$ cat src/rtl/stim_resp_pkg.sv
// Shared types and constants for the stimulus/response engine: FSM state
// encoding, MISR defaults, LFSR feedback taps and the response fold helper.
package stim_resp_pkg;

   typedef enum logic [1:0] {
      ST_IDLE,
      ST_SETTLE,
      ST_CAPTURE,
      ST_DONE
   } state_e;

   localparam logic [31:0] SIG_INIT_DEF = 32'hFFFFFFFF;
   localparam logic [31:0] SIG_POLY_DEF = 32'h04C11DB7;

   // Fibonacci taps 64,63,61,60 expressed as bit indices 63,62,60,59.
   localparam logic [63:0] LFSR_TAP_MASK = 64'hD800_0000_0000_0000;

   // Widest response fold32 accepts; callers zero-extend into this width.
   localparam int FOLD_MAX_W = 2048;

   // XOR of the 32-bit chunks of the low 'width' bits; the top chunk is
   // zero-padded because the caller zero-extends the data.
   function automatic logic [31:0] fold32(input logic [FOLD_MAX_W-1:0] data,
                                          input int width);
      logic [31:0] acc;
      acc = '0;
      for (int i = 0; i < FOLD_MAX_W / 32; i++) begin
         if (i * 32 < width) acc ^= data[i*32 +: 32];
      end
      return acc;
   endfunction

endpackage

$ cat src/rtl/stim_misr32.sv
// 32-bit MISR: folds a wide response to 32 bits and shifts it into the
// signature with polynomial feedback. load restarts from SIG_INIT and takes
// priority over en.
module stim_misr32
   import stim_resp_pkg::*;
#(
   parameter int          DATA_W   = 245,
   parameter logic [31:0] SIG_INIT = SIG_INIT_DEF,
   parameter logic [31:0] SIG_POLY = SIG_POLY_DEF
) (
   input  logic              clk,
   input  logic              rst,
   input  logic              load_i,
   input  logic              en_i,
   input  logic [DATA_W-1:0] data_i,
   output logic [31:0]       sig_o
);

   logic [FOLD_MAX_W-1:0] data_ext;
   logic [31:0]           sig_q;
   logic [31:0]           sig_d;

   // Next signature: shift, conditional feedback, fold of the response.
   always_comb begin
      // NOTE: every always_comb output gets a default first so no path can infer a latch.
      data_ext = '0;
      data_ext[DATA_W-1:0] = data_i;
      sig_d = {sig_q[30:0], 1'b0} ^ (sig_q[31] ? SIG_POLY : 32'h0)
              ^ fold32(data_ext, DATA_W);
   end

   // Signature register with restart and capture enable.
   always_ff @(posedge clk) begin
      // NOTE: state is updated with non-blocking assignments so every register samples pre-edge values.
      if (rst || load_i) sig_q <= SIG_INIT;
      else if (en_i)     sig_q <= sig_d;
   end

   assign sig_o = sig_q;

endmodule

$ cat src/rtl/stim_resp_engine.sv
// Stimulus/response engine: drives LFSR-generated vectors into a DUT, holds
// each for HOLD cycles, then folds the response into a MISR signature.
// Optional build macro STIM_RESP_DUAL_EN adds a second response input with
// its own signature and a sticky mismatch flag for netlist comparison.
module stim_resp_engine
   import stim_resp_pkg::*;
#(
   parameter int          IN_W     = 83,
   parameter int          OUT_W    = 245,
   parameter int          HOLD     = 1,
   parameter int          CNT_W    = 16,
   parameter logic [31:0] SIG_INIT = SIG_INIT_DEF,
   parameter logic [31:0] SIG_POLY = SIG_POLY_DEF
) (
   input  logic             clk,
   input  logic             rst,
   input  logic             start,
   input  logic [63:0]      seed,
   input  logic [CNT_W-1:0] num_vec,
   output logic [IN_W-1:0]  stim,
   input  logic [OUT_W-1:0] resp,
   output logic             busy,
   output logic             done,
   output logic [CNT_W-1:0] vec_cnt,
`ifdef STIM_RESP_DUAL_EN
   input  logic [OUT_W-1:0] resp_b,
   output logic [31:0]      signature_b,
   output logic             mismatch,
   output logic [CNT_W-1:0] first_bad,
`endif
   output logic [31:0]      signature
);

   localparam int N_CHUNK = (IN_W + 63) / 64;
   localparam int HOLD_W  = (HOLD > 1) ? $clog2(HOLD) : 1;
   localparam logic [HOLD_W-1:0] HOLD_LOAD = HOLD_W'(HOLD - 1);

   state_e               state_q;
   logic [63:0]          lfsr_q;
   logic [63:0]          lfsr_d;
   logic [IN_W-1:0]      stim_q;
   logic [IN_W-1:0]      stim_d;
   logic [N_CHUNK*64-1:0] gen_all;
   logic [CNT_W-1:0]     vec_cnt_q;
   logic [CNT_W-1:0]     num_vec_q;
   logic [HOLD_W-1:0]    hold_q;
   logic                 busy_q;
   logic                 done_q;
   logic                 accept;
   logic                 capture;
   logic                 last_vec;
   logic [63:0]          seed_eff;

   assign accept   = (state_q == ST_IDLE) && start && (num_vec != '0);
   assign capture  = (state_q == ST_CAPTURE);
   assign last_vec = (vec_cnt_q == num_vec_q - CNT_W'(1));
   assign seed_eff = (seed == '0) ? 64'h1 : seed;

   // One LFSR step and the stimulus generated from the stepped state:
   // chunk k is the state rotated left by 7k, XORed with k.
   always_comb begin
      lfsr_d  = {lfsr_q[62:0], ^(lfsr_q & LFSR_TAP_MASK)};
      gen_all = '0;
      for (int k = 0; k < N_CHUNK; k++) begin
         gen_all[k*64 +: 64] = ((lfsr_d << ((7 * k) % 64))
                                | (lfsr_d >> ((64 - (7 * k) % 64) % 64)))
                               ^ 64'(k);
      end
      stim_d = IN_W'(gen_all);
   end

   // Run sequencer: accept, settle for HOLD cycles, capture, advance or finish.
   always_ff @(posedge clk) begin
      if (rst) begin
         state_q   <= ST_IDLE;
         lfsr_q    <= 64'h1;
         stim_q    <= '0;
         vec_cnt_q <= '0;
         num_vec_q <= '0;
         hold_q    <= '0;
         busy_q    <= 1'b0;
         done_q    <= 1'b0;
      end else begin
         case (state_q)
            ST_IDLE: begin
               if (accept) begin
                  lfsr_q    <= seed_eff;
                  stim_q    <= '0;
                  vec_cnt_q <= '0;
                  num_vec_q <= num_vec;
                  hold_q    <= HOLD_LOAD;
                  busy_q    <= 1'b1;
                  state_q   <= ST_SETTLE;
               end
            end
            ST_SETTLE: begin
               if (hold_q == '0) state_q <= ST_CAPTURE;
               else              hold_q  <= hold_q - HOLD_W'(1);
            end
            ST_CAPTURE: begin
               if (last_vec) begin
                  done_q  <= 1'b1;
                  state_q <= ST_DONE;
               end else begin
                  lfsr_q    <= lfsr_d;
                  stim_q    <= stim_d;
                  vec_cnt_q <= vec_cnt_q + CNT_W'(1);
                  hold_q    <= HOLD_LOAD;
                  state_q   <= ST_SETTLE;
               end
            end
            ST_DONE: begin
               done_q  <= 1'b0;
               busy_q  <= 1'b0;
               state_q <= ST_IDLE;
            end
            default: state_q <= ST_IDLE;
         endcase
      end
   end

   stim_misr32 #(
      .DATA_W   (OUT_W),
      .SIG_INIT (SIG_INIT),
      .SIG_POLY (SIG_POLY)
   ) u_misr_a (
      .clk    (clk),
      .rst    (rst),
      .load_i (accept),
      .en_i   (capture),
      .data_i (resp),
      .sig_o  (signature)
   );

`ifdef STIM_RESP_DUAL_EN
   logic             mismatch_q;
   logic [CNT_W-1:0] first_bad_q;

   stim_misr32 #(
      .DATA_W   (OUT_W),
      .SIG_INIT (SIG_INIT),
      .SIG_POLY (SIG_POLY)
   ) u_misr_b (
      .clk    (clk),
      .rst    (rst),
      .load_i (accept),
      .en_i   (capture),
      .data_i (resp_b),
      .sig_o  (signature_b)
   );

   // Sticky compare of the two responses; first_bad latches the first
   // mismatching vector of the current run.
   always_ff @(posedge clk) begin
      if (rst || accept) begin
         mismatch_q  <= 1'b0;
         first_bad_q <= '0;
      end else if (capture && (resp != resp_b) && !mismatch_q) begin
         mismatch_q  <= 1'b1;
         first_bad_q <= vec_cnt_q;
      end
   end

   assign mismatch  = mismatch_q;
   assign first_bad = first_bad_q;
`endif

   assign stim    = stim_q;
   assign busy    = busy_q;
   assign done    = done_q;
   assign vec_cnt = vec_cnt_q;

endmodule

$ cat config.mk
export PLATFORM = sky130hd
export DESIGN_NAME = stim_resp_engine
export DESIGN_NICKNAME = d
export VERILOG_FILES = /design/src/rtl/stim_resp_pkg.sv /design/src/rtl/stim_misr32.sv /design/src/rtl/stim_resp_engine.sv
export SDC_FILE = /design/constraint.sdc
export NUM_CORES = 1
export LEC_CHECK = 0
export BUFFER_PORTS_ARGS = -buffer_cell sky130_fd_sc_hd__buf_2
export CORE_AREA = 2 2 180 182
export CTS_BUF_LIST = sky130_fd_sc_hd__clkbuf_4
export DETAILED_ROUTE_END_ITERATION = 10
export DIE_AREA = 0 0 182 184
export PLACE_DENSITY = 0.59
export SLEW_MARGIN = 20
export SYNTH_ARGS = -nofsm -noshare
export SYNTH_HDL_FRONTEND = slang
export SYNTH_SLANG_ARGS = --single-unit
$ cat constraint.sdc
create_clock -name clk -period 3.8 [get_ports clk]
set_input_delay 0.19 -clock clk [delete_from_list [all_inputs] [get_ports clk]]
set_output_delay 0.19 -clock clk [all_outputs]
set_load 0.05 [all_outputs]
==> impl_metrics.yaml <==
sta:
  tightest_slew_ps: 970
  hold_violations: 0
  finalWorstSetupSlack_ps: 492
  fmax_mhz: 302
  slew_headroom_pct: 35.1
  tns_ps: 0
  rsz0062_at_grt: "false"
  period_share_pct: 87.1
  skew_ps: 34.0
  layout_min_cycle_time_ps: 3310
  setup_violations: 0
  drv_slew: 0
power:
  p_switching_mw: 1.71
  vdd_drop_max_mv: 0.191
  power_density_nw_per_um2: 345
  p_leak_nw: 5.94
  internal-power_mw: 3.15
  combPwrFrac_pct: 28.4
  seqPwrFrac_pct: 46.5
  total_power_mw: 4.86
  swShare_pct: 35.1
  clockPowerShare_pct: 25.2
global_route:
  grt_pass1_wl_microns: 56400
  grt_usage_pct: 22.0
  antenna_found_initial: 6
  grt_pass1_vias: 9669
  overflow: 0
  grt_max_degree: 114
clocking:
  numCtsBuffers: 17
  htreeDepth: 4
  clkSlewWorstSetupHoldPaths_ps: 190
  root_buffer: "clkbuf_4"
  clock_latency_ps: 620
  cts_sinks: 197
  cts_resized: 0
  cts_tree: "built"
  cts.path.max_buffers: 2
synthesis:
  netlist-cell-type-count: 57
  netlist.area_leader.share_pct: 37.9
  synth_edf_count: 0
  syn-cell-area_sq_um: 10400
  netlist_instances: 1089
  yosys_warnings: 0
  synth_seq_cells: 197
  synth_largest_area_cell: "dfxtp_1"
  synthTopCellsByArea: "dfxtp_1 38%, xnor2_1 22%, a22o_1 5.6%"
  synthesis.nets: 1419
  synthArstFlopShare_pct: 0
  ys_seq_area_share_pct: 37.9
  synth_top_flop_cell: "dfxtp_1"
  avgSynthCellArea_sq_um: 9.54
die:
  io-pin-count: 461
  rows: 65
  die_x_microns: 182
  core_sq_um: 31400
  die-area_sq_um: 33500
  start_util_pct: 33.1
  die_h_microns: 184
route:
  vias: 10400
  dr.pass1.iters: 5
  wl_per_cell_microns: 19.2
  drtIter0Drc: 743
  drt-total-wl_microns: 38300
  drcViolationCount: 0
  viasPerCell: 5.20
  ant_nets: 0
status:
  status: "finished clean"
placed_design:
  dp_hpwl_microns: 28800
  post-place-ws_ps: 578
  portBuffers: 460
  placed_cell_area_sq_um: 12800
  gp_congestion: 0.889
worst_setup_path:
  required_ps: 4330
  criticalPathCategory: "register to register"
  arrival_ps: 3840
  critPathMaxFanout: 47
  critPathCaptureType: "register"
  cp-start-kind: "register"
finish:
  multiInputGateArea_sq_um: 5930
  final_cell_area_sq_um: 14100
  utilization_pct: 44.9
  drive_above_1_share_pct: 32.6
  fin_nets: 1908
  synthToLayoutAreaGrowth_pct: 35.5
  final-seq-area_sq_um: 3940
  nFillCells: 3152
run:
  drv_cap: 0
hold_path:
  hold_path.class: "input port to register"
registers in the layout, indices dropped and copies added, names as in the netlist:
register	cells
vec_cnt	16
stim	65
u_misr_a.sig_o	32
done	1
busy	1
state_q	2
num_vec_q	16
lfsr_q	64
power groups by stage:
stage                     combinational (mW)  clock, mW  sequential (mW)
after floorplan                        0.825          0             2.34
after global placement                  1.29          0             2.30
after detailed placement                1.30          0             2.30
after CTS                               1.38       1.27             2.26
after global routing                    1.49       1.36             2.27
final                                   1.38       1.22             2.26
cell usage after synthesis (3+ instances only):
cell and instances:
nand3_1 12, or3_1 7, or4_1 6, xor2_1 18, buf_1 6, inv_1 7, nor2b_1 3, and4_1 5
nor2_1 15, clkbuf_1 44, o21ai_0 22, nand2_1 91, buf_2 14, nand4_1 12, nor3_1 4, nand2b_1 3
mux2i_1 7, o211ai_1 33, buf_4 27, and2_1 3, nor4_1 25, dfxtp_1 197, xnor2_1 259, o2bb2ai_1 48
a21oi_1 40, a22o_1 67, and3_1 10, a32oi_1 63, o31ai_1 3, buf_6 6
layout by cell type (no fill, tap or decap), drive strengths merged, types with 15 or more instances in the layout:
master | synthesis | final
o2bb2ai | 48 | 48
xnor2 | 259 | 259
a22o | 67 | 67
clkbuf | 45 | 17
nor4 | 26 | 26
inv | 7 | 16
dfxtp | 197 | 197
buf | 53 | 475
nor2 | 15 | 15
nand2 | 91 | 91
o211ai | 33 | 33
xor2 | 18 | 18
o21ai | 22 | 22
dlygate4sd3 | 0 | 93
a32oi | 63 | 63
a21oi | 41 | 41
critical path, stage by stage, from the launching register on:
cell      delay [ps]
dfxtp_1          430
nor4_4           440
and4b_1          320
mux2i_1           90
o2111a_1         280
and4_1           250
nor3_4           570
buf_4            600
a22o_1           230
repair_timing:
action,in CTS,in global routing
endpoints found under the hold margin,85,0
buffers inserted,0,0
hold buffers,93,0
final timing paths:
kind / slack, ps / to / from / cells after the start
setup / recovery: 490 / stim[67] / num_vec_q[2] / 8
hold / removal: 70 / lfsr_q[0] / seed[0] / 4
setup reg to reg: 490 / stim[67] / num_vec_q[2] / 8
hold reg to reg: 470 / busy / busy / 2
routing by layer:
layer | track usage [%] | share of wire (%) | vias up
li1 | - | - | 4953
met1 | 25.8 | 39 | 4899
met2 | 39.2 | 52 | 438
met3 | 3.88 | 5.4 | 78
met4 | 9.84 | 4.0 | 2
met5 | 0 | 0.034 | -
stage by stage:
step / hold WS [ps] / cells
after floorplan: 316 / 1089
after global placement: 430 / 1868
after detailed placement: 435 / 1868
after CTS: 23.5 / 1993
after global routing: 45.5 / 1995
final: 68.2 / 1995
area by class of cell:
class / count / area share (%)
Clock buffer: 17 / 0.906
Timing Repair Buffer: 568 / 23.9
Multi-Input combinational cell: 787 / 42.1
Tap cell: 402 / 3.57
Inverter: 7 / 0.187
Clock inverter: 15 / 1.34
Sequential cell: 197 / 28.0
Antenna cell: 2 / 0.0355
logic make-up after synthesis:
| group | after synthesis | synth area share, % |
|---|---|---|
| flops | 197 | 37.9 |
| compound gates | 295 | 22.2 |
| fa+ha+maj | 2 | 0.241 |
| xor+xnor | 277 | 23.3 |
| buf+inv | 105 | 5.38 |
| mux | 8 | 0.782 |
| simple gates | 205 | 10.1 |
No activity file was read; power rests on OpenSTA's default activity.
